<file path="src/rtl/char_buffer_loader.sv">
// Host character-stream loader for a RAM shared with the processor. The RAM port is muxed by the registered state.
// Optional build macro CHAR_BUFFER_CLEAR_EN: zero-fill the buffer before every load.
module char_buffer_loader #(
  parameter int unsigned DATA_W    = 8,
  parameter int unsigned ADDR_W    = 12,
  parameter int unsigned BASE_ADDR = 1500,
  parameter int unsigned BUF_DEPTH = 108
) (
  input  logic              clock,
  input  logic              reset_n,
  input  logic [1:0]        mode,
  input  logic [DATA_W-1:0] char_data,
  input  logic              char_valid,
  output logic              char_ready,
  input  logic [ADDR_W-1:0] cpu_addr,
  input  logic [31:0]       cpu_wdata,
  input  logic              cpu_wen,
  input  logic [ADDR_W-1:0] host_addr,
  output logic [ADDR_W-1:0] ram_addr,
  output logic [31:0]       ram_wdata,
  output logic              ram_wen,
  output logic [7:0]        char_count,
  output logic              buf_full,
  output logic              overflow
);

  localparam logic [1:0] MODE_LOAD = 2'b01;
  localparam logic [1:0] MODE_EXEC = 2'b10;
  localparam logic [7:0] LAST_IDX  = 8'(BUF_DEPTH - 1);
  localparam logic [ADDR_W-1:0] BASE = ADDR_W'(BASE_ADDR);

`ifdef CHAR_BUFFER_CLEAR_EN
  typedef enum logic [2:0] {ST_IDLE, ST_CLEAR, ST_LOAD, ST_FULL, ST_EXEC} state_t;
`else
  typedef enum logic [2:0] {ST_IDLE, ST_LOAD, ST_FULL, ST_EXEC} state_t;
`endif

  state_t     state_q, state_d;
  logic [7:0] count_q, count_d;
  logic       full_q, full_d;
  logic       ovf_q, ovf_d;
`ifdef CHAR_BUFFER_CLEAR_EN
  logic [7:0] clr_q, clr_d;
`endif

  logic              accept;
  logic [ADDR_W-1:0] load_addr;

  assign char_ready = (state_q == ST_LOAD);
  assign accept     = char_valid & char_ready;
  assign load_addr  = BASE + ADDR_W'(count_q);

  always_comb begin
    state_d = state_q;
    count_d = count_q;
    full_d  = full_q;
    ovf_d   = ovf_q;
`ifdef CHAR_BUFFER_CLEAR_EN
    clr_d   = clr_q;
`endif
    // An accepted character is written even if mode changes in that cycle, so it is always counted.
    if (accept) begin
      count_d = count_q + 8'd1;
      if (count_q == LAST_IDX) full_d = 1'b1;
    end
    if (state_q == ST_FULL && char_valid) ovf_d = 1'b1;

    case (mode)
      MODE_EXEC: state_d = ST_EXEC;
      MODE_LOAD: begin
        case (state_q)
          ST_IDLE, ST_EXEC: begin
`ifdef CHAR_BUFFER_CLEAR_EN
            state_d = ST_CLEAR;
            clr_d   = '0;
`else
            state_d = ST_LOAD;
`endif
            count_d = '0;
            full_d  = 1'b0;
            ovf_d   = 1'b0;
          end
`ifdef CHAR_BUFFER_CLEAR_EN
          ST_CLEAR: begin
            if (clr_q == LAST_IDX) state_d = ST_LOAD;
            else                   clr_d   = clr_q + 8'd1;
          end
`endif
          ST_LOAD: begin
            if (accept && count_q == LAST_IDX) state_d = ST_FULL;
          end
          ST_FULL: state_d = ST_FULL;
          default: state_d = ST_IDLE;
        endcase
      end
      default: state_d = ST_IDLE;
    endcase
  end

  always_ff @(posedge clock or negedge reset_n) begin
    if (!reset_n) begin
      state_q <= ST_IDLE;
      count_q <= '0;
      full_q  <= 1'b0;
      ovf_q   <= 1'b0;
`ifdef CHAR_BUFFER_CLEAR_EN
      clr_q   <= '0;
`endif
    end else begin
      state_q <= state_d;
      count_q <= count_d;
      full_q  <= full_d;
      ovf_q   <= ovf_d;
`ifdef CHAR_BUFFER_CLEAR_EN
      clr_q   <= clr_d;
`endif
    end
  end

  always_comb begin
    ram_addr  = host_addr;
    ram_wdata = '0;
    ram_wen   = 1'b0;
    case (state_q)
      ST_LOAD: begin
        ram_addr  = load_addr;
        ram_wdata = 32'(char_data);
        ram_wen   = accept;
      end
      ST_FULL: ram_addr = load_addr;
`ifdef CHAR_BUFFER_CLEAR_EN
      ST_CLEAR: begin
        ram_addr = BASE + ADDR_W'(clr_q);
        ram_wen  = 1'b1;
      end
`endif
      ST_EXEC: begin
        ram_addr  = cpu_addr;
        ram_wdata = cpu_wdata;
        ram_wen   = cpu_wen;
      end
      default: ;
    endcase
  end

  assign char_count = count_q;
  assign buf_full   = full_q;
  assign overflow   = ovf_q;

endmodule
</file>
<file path="config.mk">
export PLATFORM = sky130hd
export DESIGN_NAME = char_buffer_loader
export DESIGN_NICKNAME = d
export VERILOG_FILES = /design/src/rtl/char_buffer_loader.sv
export SDC_FILE = /design/constraint.sdc
export NUM_CORES = 1
export LEC_CHECK = 0
export CORE_MARGIN = 8
export CORE_UTILIZATION = 32
export DETAILED_ROUTE_END_ITERATION = 12
export PLACE_DENSITY = 0.95
export SKIP_CTS_REPAIR_TIMING = 1
export SLEW_MARGIN = 20
export SYNTH_ARGS = -nofsm -noshare
export SYNTH_HDL_FRONTEND = slang
export SYNTH_SLANG_ARGS = --single-unit
</file>
<file path="constraint.sdc">
create_clock -name clock -period 2.9 [get_ports clock]
set_input_delay 0.29 -clock clock [delete_from_list [all_inputs] [get_ports clock]]
set_output_delay 0.29 -clock clock [all_outputs]
set_load 0.005 [all_outputs]
</file>
==> results of run 1 <==
==> stage by stage <==
step	instances	hold WS [ps]	utilization, %	cell area [um2]
5_1_grt	334	457	66.6	2610
3_5_place_dp	331	495	65.5	2560
4_1_cts	334	423	66.6	2610
6_report	334	403	66.6	2610
3_3_place_gp	331	482	65.5	2560
2_1_floorplan	163	-5.59	-	1270
==> cells in the mapped netlist, types with 2 or more instances <==
cell type  number
a22o_1          8
a21oi_1        11
or3_1           2
nor2b_1         3
dfrtp_1        12
nor2_1         11
nand4_1         2
nand2_1        15
nand3_1         3
and2_1         24
ha_1           10
o21ai_1        10
xor2_1          4
clkbuf_1        9
inv_1           9
xnor2_1         3
a22oi_1         4
nor3_1          2
==> worst max-delay path by stage <==
stage,endpoint,slack (ps),depth (start not counted)
after floorplan,ram_addr[8],1190,5
after global placement,ram_addr[7],590,5
after detailed placement,ram_addr[7],520,5
after CTS,ram_addr[7],260,5
after global routing,ram_addr[7],80,5
final,ram_addr[7],280,5
==> layout make-up <==
class	count	area share (%)
tap	50	2.40
inverter	10	1.44
multi-input combinational	130	33.9
clock buffer	3	1.58
sequential	12	11.5
timing repair buffer	129	49.2
==> kinds of logic after synthesis <==
kind of cell | after synthesis
simple gates | 69
compound gates | 41
buf+inv | 21
flops | 12
fa+ha+maj | 10
xor+xnor | 7
mux | 3
==> sequential cells by signal (all words and copies together), names as in the netlist <==
signal      cells
overflow        1
char_count      8
buf_full        1
state_q         2
==> layer usage <==
| metal | vias to the layer above | global-route usage [%] | part of all wire (%) |
|---|---|---|---|
| met4 | 0 | 4.63 | 0.78 |
| met2 | 72 | 32.5 | 52 |
| met5 | - | 0 | 0 |
| li1 | 806 | - | - |
| met1 | 744 | 18.9 | 40 |
| met3 | 4 | 3.61 | 7.0 |
==> worst max-delay path: stages, from the launching register on <==
cell and delay [ps]:
dfrtp_1 380, ha_1 660, buf_4 290, a21oi_1 70, a21oi_1 160, clkdlybuf4s50_1 520
==> layout by cell type, fill, tap and decap left out, types with 4 or more instances in the layout <==
| cell | instances |
|---|---|
| clkdlybuf4s50_1 | 125 |
| and2_1 | 24 |
| nand2_1 | 15 |
| dfrtp_1 | 12 |
| nor2_1 | 11 |
| a21oi_1 | 11 |
| o21ai_1 | 10 |
| ha_1 | 10 |
| inv_1 | 9 |
| a22o_1 | 8 |
| xor2_1 | 4 |
| a22oi_1 | 4 |
| buf_4 | 4 |
==> power by group <==
| part | leakage, nW | internal, mW | switching (mW) |
|---|---|---|---|
| clock network | 0.0216 | 0.0914 | 0.0590 |
| logic | 0.893 | 0.237 | 0.132 |
| registers | 0.164 | 0.182 | 0.0218 |
| total | 1.08 | 0.511 | 0.213 |
==> results.cfg, run 1 <==
[synth]
synth_area_mm2 = 0.00127
netlist_instances = 163
syn_area_per_cell_um2 = 7.80
ys_ff_latch = 12
yosysTopAreaCell = dfrtp_1
synth_compound_area_share_pct = 21.9
synth_xor_area_share_pct = 4.82
synth_top_family_by_area = simple AND/OR/NAND/NOR gates
synth_nets = 243
synth.area.top_cells = dfrtp_1 24%, and2_1 12%, ha_1 9.8%
async_reset_ff_share_pct = 100
synth_mux_area_share_pct = 2.85
ys_warn_count = 0
synth_edf_count = 0
synth-seq-area-share_pct = 23.6
synth.top_cell.area_share_pct = 23.6
synthSimpleGateAreaFrac_pct = 30.0
synthAdderAreaFrac_pct = 9.84
ys.flop_type = dfrtp_1
yosysUniqueCellTypes = 39

[cts]
htreeDepth = 1
clk_path_buf_depth = 2
clock-sinks = 12
cts-root-buf = clkbuf_8
path_clk_slew_ps = 50
numCtsBuffers = 3
cts_tree = yes
worstSkewPairLatency_ps = 240

[critical_path]
r2r_slack_ps = 960
reg2reg_depth = 5
timing.rr.start = state_q[0]
worstSetupPathType = register to primary output
timing.rr.end = state_q[0]
crit_path_start = state_q[0]
crit_fanout = 25
critPathCaptureType = primary output
startpoint_type = register
crit_arrival_ps = 2330
crit_required_ps = 2610

[worst_hold_path]
min_path_type = input pin to async pin

[run]
drv_cap = 0

[placed_design]
port_buffers = 125
gp_congestion = 0.827
dp_slack_ps = 523
dpl.hpwl_mm = 4.81

[sta]
setup_ws_ps = 275
final-hold-violation-count = 0
slew_headroom_pct = 47.6
rsz0062_at_grt = no
finClkSkew_ps = 1.76
layout_min_cycle_time_ps = 2620
max_slew.worst_pin.slew_ps = 784
slew_violations = 0
fmax_ghz = 0.381
setup-tns-final_ps = 0
setup_viol = 0
fin_crit_sh_pct = 90.5

[drt]
drc_errors = 0
vias = 1626
ant_nets = 0
drt-initial-drc-count = 44
totalWireLength_mm = 5.75
first_pass_iters = 4
via_per_inst = 4.87
wire_per_inst_um = 17.2

[layout]
diodes = 0
layout-drive-gt1-share_pct = 4.93
nFillCells = 322
final_nets = 366
register_area_um2 = 300
syn2layout_area_growth_pct = 105
multi_input_area_um2 = 883

[grt]
antenna_found_initial = 0
grt_overflow = 0
grt_first_pass_wirelength_mm = 8.63
grt_max_degree = 26
track_usage_pct = 17.3
grt_pass1_vias = 1656

[power_and_ir_drop]
p_leak_nw = 1.08
power_density_mw_per_mm2 = 278
design_power_total_mw = 0.723
peakVddDrop_mv = 0.267

[floorplanning]
num_rows = 23
core_mm2 = 0.00391
initial_utilization_pct = 32.5
fp.dieArea_mm2 = 0.00625
die_w_um = 79.0
io_pins = 126
die_h_um = 79.0

[status]
status = finished clean
(Power assumes the default switching activity.)
==> run 2, diff against run 1 <==
--- a/config.mk
+++ b/config.mk
@@ -8,6 +8,7 @@
 export CORE_MARGIN = 8
 export CORE_UTILIZATION = 32
 export DETAILED_ROUTE_END_ITERATION = 12
+export GPL_TIMING_DRIVEN = 0
 export PLACE_DENSITY = 0.95
 export SKIP_CTS_REPAIR_TIMING = 1
 export SLEW_MARGIN = 20
==> results.cfg, run 2 (synthesized netlist as in run 1, its figures left out) <==
[sta]
finClkSkew_ps = 6.80
setup-tns-final_ps = 0
setup_ws_ps = 211
max_slew.worst_pin.slew_ps = 523
fmax_ghz = 0.372
slew_violations = 0
final-hold-violation-count = 0
fin_crit_sh_pct = 92.7
rsz0062_at_grt = no
layout_min_cycle_time_ps = 2690
setup_viol = 0
slew_headroom_pct = 65.0

[cts]
path_clk_slew_ps = 50
clk_path_buf_depth = 2
cts-root-buf = clkbuf_8
clock-sinks = 12
numCtsBuffers = 3
cts_tree = yes
worstSkewPairLatency_ps = 250
htreeDepth = 1

[placed_design]
gp_congestion = 0.861
dpl.hpwl_mm = 4.66
dp_slack_ps = 473
port_buffers = 125

[drt]
via_per_inst = 4.82
ant_nets = 0
drc_errors = 0
vias = 1643
wire_per_inst_um = 16.1
first_pass_iters = 4
drt-initial-drc-count = 79
totalWireLength_mm = 5.48

[critical_path]
startpoint_type = register
crit_arrival_ps = 2400
crit_required_ps = 2610
crit_fanout = 10
reg2reg_depth = 6
critPathCaptureType = primary output
worstSetupPathType = register to primary output

[layout]
syn2layout_area_growth_pct = 107
nFillCells = 326
multi_input_area_um2 = 883
final_common_cell = clkdlybuf4s50_1
final_cell_mix = 125 x clkdlybuf4s50_1, 24 x and2_1, 15 x nand2_1
diodes = 0
register_area_um2 = 300
layout-drive-gt1-share_pct = 4.12
largest_reg_flops = 8
final_nets = 373

[grt]
grt_overflow = 0
grt_max_degree = 13
track_usage_pct = 16.5
grt_pass1_vias = 1603
antenna_found_initial = 0
grt_first_pass_wirelength_mm = 8.36

[floorplanning]
fp.dieArea_mm2 = 0.00625
die_h_um = 79.0
io_pins = 126
num_rows = 23
die_w_um = 79.0
initial_utilization_pct = 32.5
core_mm2 = 0.00391

[power_and_ir_drop]
power_density_mw_per_mm2 = 277
p_leak_nw = 1.08
peakVddDrop_mv = 0.245

[run]
drv_cap = 0

[worst_hold_path]
min_path_type = input pin to async pin

[status]
status = finished clean
[run 2: cell count changes in the layout (fill, tap and decap cells not counted), sizes merged]
| cell | previous run | this run |
|---|---|---|
| clkbuf | 3 | 12 |
| buf | 4 | 2 |
[run 2: critical path, stage by stage, from the launching register on]
cell and delay [ps]:
dfrtp_1 400, inv_1 80, ha_1 320, clkbuf_1 410, a21bo_1 270, a21oi_1 130
clkdlybuf4s50_1 530
[run 2: per-stage QoR]
stage	util (%)	instance area (um2)	power, mW	hold slack [ps]	instances
5_1_grt	67.1	2630	0.772	447	341
6_report	67.1	2630	0.727	384	341
4_1_cts	67.1	2630	0.734	405	341
3_5_place_dp	66.0	2580	0.576	493	338
3_3_place_gp	66.0	2580	0.567	486	338
2_1_floorplan	-	1270	0.331	-5.59	163
[run 2: report_power, final]
part / leakage [nW] / internal, mW / switching (mW) / total, mW
clock network: 0.0216 / 0.0918 / 0.0646 / 0.156
registers: 0.164 / 0.182 / 0.0231 / 0.205
logic: 0.895 / 0.234 / 0.131 / 0.366
total: 1.08 / 0.508 / 0.219 / 0.727
[run 2: area by class of cell]
type                            count  area share, %
Inverter                           10           1.43
Buffer                             11           1.91
Multi-Input combinational cell    130           33.6
Timing Repair Buffer              125           47.6
Sequential cell                    12           11.4
Clock buffer                        3           1.57
Tap cell                           50           2.38
[run 2: path summary, 6_finish.rpt]
kind	start	to	slack, ps
max	state_q[1]	ram_addr[7]	210
min	reset_n	overflow	380
max reg2reg	state_q[1]	state_q[1]	1010
min reg2reg	overflow	overflow	510
max in group asynchronous	reset_n	char_count[3]	2160
min in group clock	overflow	overflow	510
[run 2: metal layers]
| metal | wire length (um) | GRT usage, % | vias up |
|---|---|---|---|
| met1 | 2310 | 20.0 | 753 |
| li1 | - | - | 813 |
| met4 | 49 | 4.44 | 0 |
| met3 | 371 | 2.71 | 5 |
| met5 | 0 | 0 | - |
| met2 | 2760 | 29.1 | 72 |
==> run 3, diff against run 2 <==
--- a/config.mk
+++ b/config.mk
@@ -10,6 +10,7 @@
 export DETAILED_ROUTE_END_ITERATION = 12
 export GPL_TIMING_DRIVEN = 0
 export PLACE_DENSITY = 0.95
+export REMOVE_ABC_BUFFERS = 1
 export SKIP_CTS_REPAIR_TIMING = 1
 export SLEW_MARGIN = 20
 export SYNTH_ARGS = -nofsm -noshare
==> results.cfg, run 3 (synthesized netlist as in run 1, its figures left out) <==
[status]
status = finished clean

[layout]
layout-drive-gt1-share_pct = 4.63
final_common_cell = clkdlybuf4s50_1
final_cell_mix = 125 x clkdlybuf4s50_1, 24 x and2_1, 15 x nand2_1
nFillCells = 347
largest_reg_flops = 8
final_nets = 362
diodes = 0
fin_util_pct = 66.3
syn2layout_area_growth_pct = 104

[critical_path]
crit_path_start = state_q[1]
startpoint_type = register
timing.rr.start = state_q[1]
critPathCaptureType = primary output
critPathSlowestCell = ha_2
path_cells = ha_2, and3b_1, a21oi_1, o21ai_1, clkdlybuf4s50_1
worstSetupPathType = register to primary output
crit_fanout = 45
max_stage_delay_ps = 670
crit_required_ps = 2610
crit_arrival_ps = 2250

[sta]
setup_viol = 0
setup-tns-final_ps = 0
max_slew.worst_pin.slew_ps = 738
slew_violations = 0
finClkSkew_ps = 3.67
slew_headroom_pct = 50.7
setup_ws_ps = 359
final-hold-violation-count = 0
rsz0062_at_grt = no
layout_min_cycle_time_ps = 2540
fmax_ghz = 0.394
fin_crit_sh_pct = 87.6

[cts]
worstSkewPairLatency_ps = 250
cts-root-buf = clkbuf_8
cts_tree = yes
path_clk_slew_ps = 60
htreeDepth = 1
numCtsBuffers = 3
clk_path_buf_depth = 2
clock-sinks = 12

[grt]
antenna_found_initial = 0
grt_pass1_vias = 1621
grt_overflow = 0
grt_first_pass_wirelength_mm = 8.49
track_usage_pct = 16.7
grt_max_degree = 46

[placed_design]
port_buffers = 125
gp_congestion = 0.785
dpl.hpwl_mm = 4.57
dp_slack_ps = 386

[drt]
wire_per_inst_um = 16.6
vias = 1591
drt-initial-drc-count = 58
totalWireLength_mm = 5.49
via_per_inst = 4.81
ant_nets = 0
drc_errors = 0
first_pass_iters = 4

[power_and_ir_drop]
design_power_total_mw = 0.755
power_density_mw_per_mm2 = 291
peakVddDrop_mv = 0.288
p_leak_nw = 1.06

[worst_hold_path]
min_path_type = input pin to async pin

[floorplanning]
io_pins = 126
num_rows = 23
fp.dieArea_mm2 = 0.00625
core_mm2 = 0.00391
die_h_um = 79.0
die_w_um = 79.0
initial_utilization_pct = 32.5

[run]
drv_cap = 0
run 3: worst paths after layout:
kind	end	slack [ps]	cells after the start
max in group asynchronous	char_count[7]	2150	1
min in group clock	overflow	520	2
max reg2reg	state_q[1]	870	6
min reg2reg	overflow	520	2
min	overflow	390	1
max	ram_addr[6]	360	5
run 3: routing by layer:
layer,vias to the layer above,track usage (%),part of all wire [%]
met5,-,0,0
met4,0,3.33,0.98
met3,5,3.05,7.3
met2,77,30.1,49
met1,712,20.0,42
li1,797,-,-
run 3: through the flow:
stage / cells / hold WS [ps] / instance area (um2)
6_report: 331 / 392 / 2590
3_3_place_gp: 327 / 483 / 2530
2_1_floorplan: 152 / -5.59 / 1220
3_5_place_dp: 327 / 502 / 2540
4_1_cts: 331 / 417 / 2590
5_1_grt: 331 / 443 / 2590
run 3: layout make-up:
| class | count | area (um2) | area share, % |
|---|---|---|---|
| clock buffer | 4 | 55.1 | 2.12 |
| inverter | 10 | 37.5 | 1.45 |
| multi-input combinational | 130 | 888 | 34.2 |
| sequential | 12 | 300 | 11.6 |
| tap | 50 | 62.6 | 2.41 |
| timing repair buffer | 125 | 1250 | 48.2 |
run 3: critical path, delay by kind of cell (launching register included):
kind            cells  cell delay [ps]
buf+inv             1              520
flops               1              400
fa+ha+maj           1              670
compound gates      2              150
simple gates        1              250
run 3: power breakdown:
part	internal [mW]	total (mW)	leakage (nW)	switching, mW
clock	0.120	0.186	0.0288	0.0658
sequential	0.182	0.204	0.164	0.0224
combinational	0.234	0.365	0.869	0.131
total	0.536	0.755	1.06	0.219
